===== config.mk =====
export PLATFORM = sky130hd
export DESIGN_NAME = arrow_tracker_multi
export DESIGN_NICKNAME = d
export VERILOG_FILES = /design/src/rtl/arrow_tracker_multi.sv
export SDC_FILE = /design/constraint.sdc
export NUM_CORES = 1
export LEC_CHECK = 0
export BUFFER_PORTS_ARGS = -buffer_cell sky130_fd_sc_hd__clkbuf_2
export CORE_ASPECT_RATIO = 1.2
export CORE_MARGIN = 2
export CORE_UTILIZATION = 57
export DETAILED_ROUTE_END_ITERATION = 8
export MAX_ROUTING_LAYER = met4
export PLACE_DENSITY = 0.87
export SYNTH_ARGS = -nofsm -noshare
export SYNTH_HDL_FRONTEND = slang
export SYNTH_SLANG_ARGS = --single-unit

===== constraint.sdc =====
create_clock -name Clk -period 4.8 [get_ports Clk]
set_clock_uncertainty 0.1 [all_clocks]
set_input_delay 0.24 -clock Clk [delete_from_list [all_inputs] [get_ports Clk]]
set_output_delay 0.24 -clock Clk [all_outputs]
set_load 0.005 [all_outputs]

===== src/rtl/arrow_tracker_multi.sv =====
// rtl/arrow_tracker_multi.sv - multi-channel arrow flight/hit timer with saturating hit counter
// Each channel latches the target aim on a shot, evaluates after a flight time, then runs hit/show/cool phases.

module arrow_tracker_multi #(
   parameter int N_CH       = 4,
   parameter int COORD_W    = 16,
   parameter int CMP_W      = 8,
   parameter int TOL        = 0,
   parameter int FLIGHT_CYC = 15000000,
   parameter int HIT_CYC    = 10000000,
   parameter int SHOW_CYC   = 2000000,
   parameter int COOL_CYC   = 1,
   parameter int CNT_W      = 8,
   localparam int ID_W      = (N_CH > 1) ? $clog2(N_CH) : 1
) (
   input  logic               Clk,
   input  logic               Reset_n,
   input  logic               alive,
   input  logic [N_CH-1:0]    who_shoot,
   input  logic [COORD_W-1:0] target_x,
   input  logic [COORD_W-1:0] target_y,
   output logic [N_CH-1:0]    arrow,
   output logic [N_CH-1:0]    hit,
   output logic               any_hit,
   output logic [ID_W-1:0]    hit_id,
   output logic [N_CH-1:0]    busy,
   output logic [CNT_W-1:0]   hit_count
);

   localparam int MAX_FH  = (FLIGHT_CYC > HIT_CYC) ? FLIGHT_CYC : HIT_CYC;
   localparam int MAX_SC  = (SHOW_CYC > COOL_CYC) ? SHOW_CYC : COOL_CYC;
   localparam int MAX_CYC = (MAX_FH > MAX_SC) ? MAX_FH : MAX_SC;
   localparam int CW      = (MAX_CYC > 1) ? $clog2(MAX_CYC) : 1;
   localparam int PW      = $clog2(N_CH + 1);
   localparam int SW      = CNT_W + PW;

   localparam logic [CW-1:0]    FL_LD   = CW'(FLIGHT_CYC - 1);
   localparam logic [CW-1:0]    HT_LD   = CW'(HIT_CYC - 1);
   localparam logic [CW-1:0]    SH_LD   = CW'(SHOW_CYC - 1);
   localparam logic [CW-1:0]    CL_LD   = CW'(COOL_CYC - 1);
   localparam logic [CNT_W-1:0] CNT_MAX = '1;

   typedef enum logic [2:0] {S_IDLE, S_FLIGHT, S_HIT, S_SHOW, S_COOL} state_t;

   logic [CMP_W-1:0] ax_now;
   logic [CMP_W-1:0] ay_now;
   logic [N_CH-1:0]  enter_hit;

   assign ax_now = target_x[COORD_W-1 -: CMP_W];
   assign ay_now = target_y[COORD_W-1 -: CMP_W];

   if (CMP_W < COORD_W) begin : g_unused
      logic unused_lsb;
      assign unused_lsb = ^{target_x[COORD_W-CMP_W-1:0], target_y[COORD_W-CMP_W-1:0]};
   end

   for (genvar i = 0; i < N_CH; i++) begin : g_ch
      state_t           state_q;
      logic [CW-1:0]    cnt_q;
      logic [CMP_W-1:0] aim_x_q;
      logic [CMP_W-1:0] aim_y_q;
      logic             hit_q;
      logic             arrow_q;
      logic             busy_q;
      logic [CMP_W-1:0] dx;
      logic [CMP_W-1:0] dy;
      logic             match;

      // Unsigned distance without wrap, so 0x00 and 0xFF are far apart.
      assign dx    = (ax_now >= aim_x_q) ? ax_now - aim_x_q : aim_x_q - ax_now;
      assign dy    = (ay_now >= aim_y_q) ? ay_now - aim_y_q : aim_y_q - ay_now;
      assign match = (int'(dx) <= TOL) && (int'(dy) <= TOL);

      assign enter_hit[i] = (state_q == S_FLIGHT) && alive && (cnt_q == '0) && match;
      assign hit[i]       = hit_q;
      assign arrow[i]     = arrow_q;
      assign busy[i]      = busy_q;

      always_ff @(posedge Clk) begin
         if (!Reset_n) begin
            state_q <= S_IDLE;
            cnt_q   <= '0;
            aim_x_q <= '0;
            aim_y_q <= '0;
            hit_q   <= 1'b0;
            arrow_q <= 1'b0;
            busy_q  <= 1'b0;
         end else begin
            hit_q   <= (state_q == S_HIT);
            arrow_q <= (state_q == S_HIT) || (state_q == S_SHOW);
            busy_q  <= (state_q != S_IDLE);
            case (state_q)
               S_IDLE: begin
                  if (who_shoot[i] && alive) begin
                     aim_x_q <= ax_now;
                     aim_y_q <= ay_now;
                     cnt_q   <= FL_LD;
                     state_q <= S_FLIGHT;
                  end
               end
               S_FLIGHT: begin
                  if (!alive) begin
                     state_q <= S_IDLE;
                  end else if (cnt_q == '0) begin
                     if (match) begin
                        cnt_q   <= HT_LD;
                        state_q <= S_HIT;
                     end else begin
                        cnt_q   <= CL_LD;
                        state_q <= S_COOL;
                     end
                  end else begin
                     cnt_q <= cnt_q - 1'b1;
                  end
               end
               S_HIT: begin
                  if (cnt_q == '0) begin
                     cnt_q   <= SH_LD;
                     state_q <= S_SHOW;
                  end else begin
                     cnt_q <= cnt_q - 1'b1;
                  end
               end
               S_SHOW: begin
                  if (cnt_q == '0) begin
                     cnt_q   <= CL_LD;
                     state_q <= S_COOL;
                  end else begin
                     cnt_q <= cnt_q - 1'b1;
                  end
               end
               S_COOL: begin
                  if (cnt_q == '0) begin
                     state_q <= S_IDLE;
                  end else begin
                     cnt_q <= cnt_q - 1'b1;
                  end
               end
               default: state_q <= S_IDLE;
            endcase
         end
      end
   end

   logic [PW-1:0]    pop;
   logic [SW-1:0]    sum;
   logic [CNT_W-1:0] hit_count_q;
   logic [CNT_W-1:0] hit_count_d;

   always_comb begin
      pop = '0;
      for (int i = 0; i < N_CH; i++) begin
         pop = pop + PW'(enter_hit[i]);
      end
      sum         = SW'(hit_count_q) + SW'(pop);
      hit_count_d = (sum > SW'(CNT_MAX)) ? CNT_MAX : sum[CNT_W-1:0];
   end

   always_ff @(posedge Clk) begin
      if (!Reset_n) begin
         hit_count_q <= '0;
      end else begin
         hit_count_q <= hit_count_d;
      end
   end

   assign hit_count = hit_count_q;

   always_comb begin
      hit_id = '0;
      for (int i = N_CH - 1; i >= 0; i--) begin
         if (hit[i]) hit_id = ID_W'(i);
      end
   end

   assign any_hit = |hit;

endmodule


Word level (Yosys, flattened, before mapping) --
Index checks and enable logic that the tools add are counted.
Operators by class: reductions and logical operators 53, muxes and demuxes 77, eq/ne operators 44, magnitude comparators 17, add/subtract/negate cells 24
Operator list (number):
- two-way mux 24 bit | 28
- case mux 24 bit (5 select lines) | 4
- subtractor 8 bit | 16
- logical NOT 24 bit | 4
- subtractor 24 x 1 -> 24 bit, second input constant | 4
- two-way mux 3 bit | 28
- two-way mux 8 bit | 9
- >= comparator 8 bit | 8
- less-or-equal comparator 8 x 1 -> 1 bit, second input constant | 8
- case mux 3 bit (5 select lines) | 4
- inequality test 2 bit, second input constant | 22
- equality test 3 x 2 -> 1 bit, second input constant | 8
- logical AND 1 bit | 20
- AND reduction 5 bit | 4
- nonzero test 5 bit | 4
- AND reduction 4 bit | 4
- equality test 3 x 1 -> 1 bit, second input constant | 4
- equality test 3 bit, second input constant | 4
- logical NOT 3 bit | 4
- inequality test 3 x 2 -> 1 bit, second input constant | 4
- nonzero test 3 bit | 4
- adder 8 x 3 -> 9 bit | 1
- > comparator 9 x 8 -> 1 bit, second input constant | 1
- two-way mux 2 bit | 4
- other kinds (7) | 14
Word-level totals: register bits 192, bits of input ports 39, output and inout bits 23

Logic depth before layout (Yosys ltp) --
word-level depth 11, gate-level depth with buffers 21, gate-level depth less buffers 19

Worst setup path after synthesis --
No wires, ideal clock.
kind input to register, from in target_x[12], to reg hit_count_q[4], in the netlist hit_count[4], path buffers 2, stages on the path 19, setup time 0.115 ns, arrival 4.442 ns, slack 0.144 ns, cells stage by stage inv_1 -> ha_1 -> buf_2 -> xor2_1 -> o31a_1 -> o31ai_1 -> or4b_1 -> a221oi_2 -> buf_4 -> and4b_1 -> nand2_1 -> fa_1 -> inv_1 -> fa_1 -> fa_1 -> nand2_1 -> nor2_1 -> and4_1 -> o21a_1
Between the ends: longest elaborated chain between the ends 11
Ends and longest elaborated chain:
- start: declaration | RTL line 20 | input logic [COORD_W-1:0] target_x,
- subtractor 8 bit or >= comparator 8 bit (tied branches) | RTL line 70 | assign dx = (ax_now >= aim_x_q) ? ax_now - aim_x_q : aim_x_q - ax_now;
- two-way mux 8 bit | RTL line 70
- less-or-equal comparator 8 x 1 -> 1 bit | RTL line 72 | assign match = (int'(dx) <= TOL) && (int'(dy) <= TOL);
- logical AND 1 bit | RTL line 72
- logical AND 1 bit | RTL line 74 | assign enter_hit[i] = (state_q == S_FLIGHT) && alive && (cnt_q == '0) && match;
- adder 1 x 1 -> 2 bit | RTL line 153 | pop = pop + PW'(enter_hit[i]);
- adder 2 x 1 -> 3 bit | RTL line 153
- adder 3 x 1 -> 3 bit (*) | RTL line 153
- adder 8 x 3 -> 9 bit (*) | RTL line 155 | sum = SW'(hit_count_q) + SW'(pop);
- > comparator 9 x 8 -> 1 bit | RTL line 156 | hit_count_d = (sum > SW'(CNT_MAX)) ? CNT_MAX : sum[CNT_W-1:0];
- two-way mux 8 bit (*) | RTL line 156
- end signal: assignment | RTL line 163 | hit_count_q <= hit_count_d;
- end: declaration | RTL line 147 | logic [CNT_W-1:0] hit_count_q;
Mark *: on every way between the ends. The rest lies on a longest branch, timed or not. A chain may end at the register's enable or synchronous reset.

Worst setup path in the final report --
from reg g_ch[2].aim_x_q[5], to reg hit_count_q[0], in the netlist hit_count[0]
Between the ends: longest elaborated chain between the ends 10
Ends and longest elaborated chain:
- start: declaration | RTL line 60 | logic [CMP_W-1:0] aim_x_q;
- start signal: assignment | RTL line 95 | aim_x_q <= ax_now;
- subtractor 8 bit or >= comparator 8 bit (tied branches) | RTL line 70
- two-way mux 8 bit (*) | RTL line 70
- less-or-equal comparator 8 x 1 -> 1 bit (*) | RTL line 72
- logical AND 1 bit (*) | RTL line 72
- logical AND 1 bit (*) | RTL line 74
- adder 2 x 1 -> 3 bit (*) | RTL line 153
- adder 3 x 1 -> 3 bit (*) | RTL line 153
- adder 8 x 3 -> 9 bit (*) | RTL line 155
- > comparator 9 x 8 -> 1 bit | RTL line 156
- two-way mux 8 bit (*) | RTL line 156
Marked as above.

==> impl_metrics.ini <==
[timing]
final-setup-viol-count = 0
hold_violations = 0
tightest_slew_ns = 1.01
period_minus_slack_ns = 4.61
period_share_pct = 96.1
slew_headroom_pct = 32.5
fmax_mhz = 217
rsz0062_at_grt = no
whs_ns = 0.0803
slew_violations = 0

[placement]
dp.final_hpwl_um = 30100
place_area_sq_um = 15900
gp_congestion = 0.964
port_buffers = 45
post-place-cells = 2413

[synthesis]
netlist-cell-type-count = 96
synthFlopType = dfxtp_1
synth_largest_area_cell = dfxtp_1
synth.top_cells.by_count = nand2_1, a21oi_1, nor2_1, dfxtp_1, ha_1
synth-edff-count = 0
syn_area_sq_um = 15100
syn_area_per_cell_sq_um = 7.31
yosys_warnings = 0
syn_inst = 2067
async_reset_ff_share_pct = 0
ys_ff_latch = 192
synth_most_common_cell = nand2_1
yosys-top-cells-area = dfxtp_1, ha_1, nand2_1
ys_seq_area_share_pct = 25.5
synth_top_cell_area_share_pct = 25.5
syn_nets = 2236

[global_routing]
grt_antenna_before_repair = 0
grt_start_max_net_pins = 53
grt_pass1_vias = 14600
grt_pass1_wl_um = 68800
track_usage_pct = 30.1
grt_overflow_total = 0

[cells_and_area]
area_growth_pct = 9.59
drive_gt1_share_pct = 10.9
fin_nets = 2268
antenna_cells = 0
fin_cells = 2447
finalInstanceArea_sq_um = 16600

[clocking]
cts_buffers = 17
cts.sinks = 192
clk-insertion-delay-late_ns = 0.46
htree_levels = 4
clk_pin_slew_worst_paths_ns = 0.08
clockBufferDepth = 2
tritoncts = built
cts.root.buffer_cell = clkbuf_16

[power]
power_density_nw_per_um2 = 274
p_leak_nw = 6.69
peakVddDrop_mv = 0.208

[route]
drt_iter0_drc = 1454
avgViaCountPerCell = 6.35
wl_per_cell_um = 17.1
drt-pass1-iter-count = 5
routed_wl_um = 41900
vias = 15500
drc = 0
drtAntennaViolNets = 0

[job]
max_cap_violations = 0

[die]
fp.coreArea_sq_um = 26200
start_util_pct = 57.7
rows = 65
die-height_um = 182
die_area_sq_um = 27800
pin_count = 62
die_x_um = 153

[setup_path]
startpoint = g_ch[2].aim_x_q[5]
r2r_slack_ns = 0.19
crit_type = reg2reg
cp-start-kind = register
crit_arrival_ns = 4.85
critPathCaptureType = register
rr_worst_depth = 18
crit_required_ns = 5.04
endpoint = hit_count[0]
reg2reg_to = hit_count[0]
worst_r2r_startpoint = g_ch[2].aim_x_q[5]
crit_path_max_fanout = 6

[hold_path]
hold_path_class = in2reg

[run_status]
outcome = completed
per-stage QoR:
| step | util [%] | setup slack (ns) | total power, mW | setup TNS, ns |
|---|---|---|---|---|
| global placement | 60.5 | -0.0385 | 3.03 | -0.0808 |
| finish | 63.2 | 0.188 | 4.54 | 0 |
| detailed placement | 60.5 | -0.107 | 3.08 | -0.260 |
| floorplan | - | 0.144 | 2.73 | 0 |
| global route | 63.2 | 0.00946 | 4.76 | 0 |
| CTS | 62.8 | 0.00250 | 4.50 | 0 |
cell families (layout without fill, tap and decap cells):
logic type | after synthesis | count (layout) | share of synthesized area [%]
simple gates | 833 | 833 | 26.7
mux | 9 | 9 | 0.613
flops | 192 | 192 | 25.5
xor+xnor | 57 | 57 | 3.31
buf+inv | 230 | 275 | 6.18
fa+ha+maj | 130 | 130 | 10.9
compound gates | 616 | 616 | 26.8
state kept, by name, indices dropped and copies added (netlist names):
signal and count:
g_ch.aim_y_q 32, hit_count 8, g_ch.busy_q 4, g_ch.cnt_q 96, g_ch.arrow_q 4, g_ch.hit_q 4, g_ch.aim_x_q 32, g_ch.state_q 12
what timing repair did:
action / CTS / global route
cloned: 0 / 0
pin swaps: 0 / 6
setup buffers: 0 / 1
endpoints found under the setup margin: 2 / 8
hold endpoints to repair: 1 / 0
gates resized for setup: 1 / 27
hold buffers: 1 / 0
power by group:
| part | switching [mW] | internal, mW | leakage [nW] |
|---|---|---|---|
| logic | 0.806 | 0.508 | 4.85 |
| registers | 0.0980 | 1.68 | 1.57 |
| clock network | 0.695 | 0.744 | 0.272 |
routing by layer:
metal	up-vias	GRT usage, %	routed length [um]
met1	7321	35.3	17100
met4	0	12.9	1530
met3	129	3.94	2730
met5	-	-	0
li1	7462	-	-
met2	619	51.8	20600
critical path, stage by stage, from the launching register on:
cell and delay (ns):
dfxtp_1 0.33, ha_1 0.29, a21o_1 0.19, a21o_1 0.17
a21oi_1 0.24, o21ai_2 0.09, or4b_4 0.50, a221oi_2 0.27
buf_4 0.17, and4b_1 0.23, nand2_2 0.07, fa_1 0.55
inv_1 0.06, fa_2 0.35, fa_2 0.38, nand2_2 0.07
nor2_2 0.06, and4_4 0.20, o21a_1 0.17
cell type report:
class                           count  area, sq um
Multi-Input combinational cell   1645        10400
Fill cell                        2258         9640
Sequential cell                   192         3850
Timing Repair Buffer              125          841
Clock buffer                       20          447
Inverter                          118          445
Tap cell                          335          419
Clock inverter                     12          124
worst min path at each step:
stage,start,to,cells after the start
2_1_floorplan,target_x[15],g_ch[0].aim_x_q[7],2
3_3_place_gp,g_ch[0].cnt_q[16],g_ch[0].cnt_q[16],2
3_5_place_dp,g_ch[0].aim_x_q[7],g_ch[0].aim_x_q[7],2
4_1_cts,target_x[9],g_ch[2].aim_x_q[1],4
5_1_grt,target_x[12],g_ch[2].aim_x_q[4],4
6_report,target_x[12],g_ch[2].aim_x_q[4],4
cell usage in the layout, fill, tap and decap left out, types with 52 or more instances in the layout:
master   count
nor3_1      77
dfxtp_1    190
o21ai_0    122
nand3_1     52
nor2_1     194
ha_1       122
nand2_1    271
a21oi_1    197
inv_1      116
buf_4       78
Power figures use the tool's default switching activity.
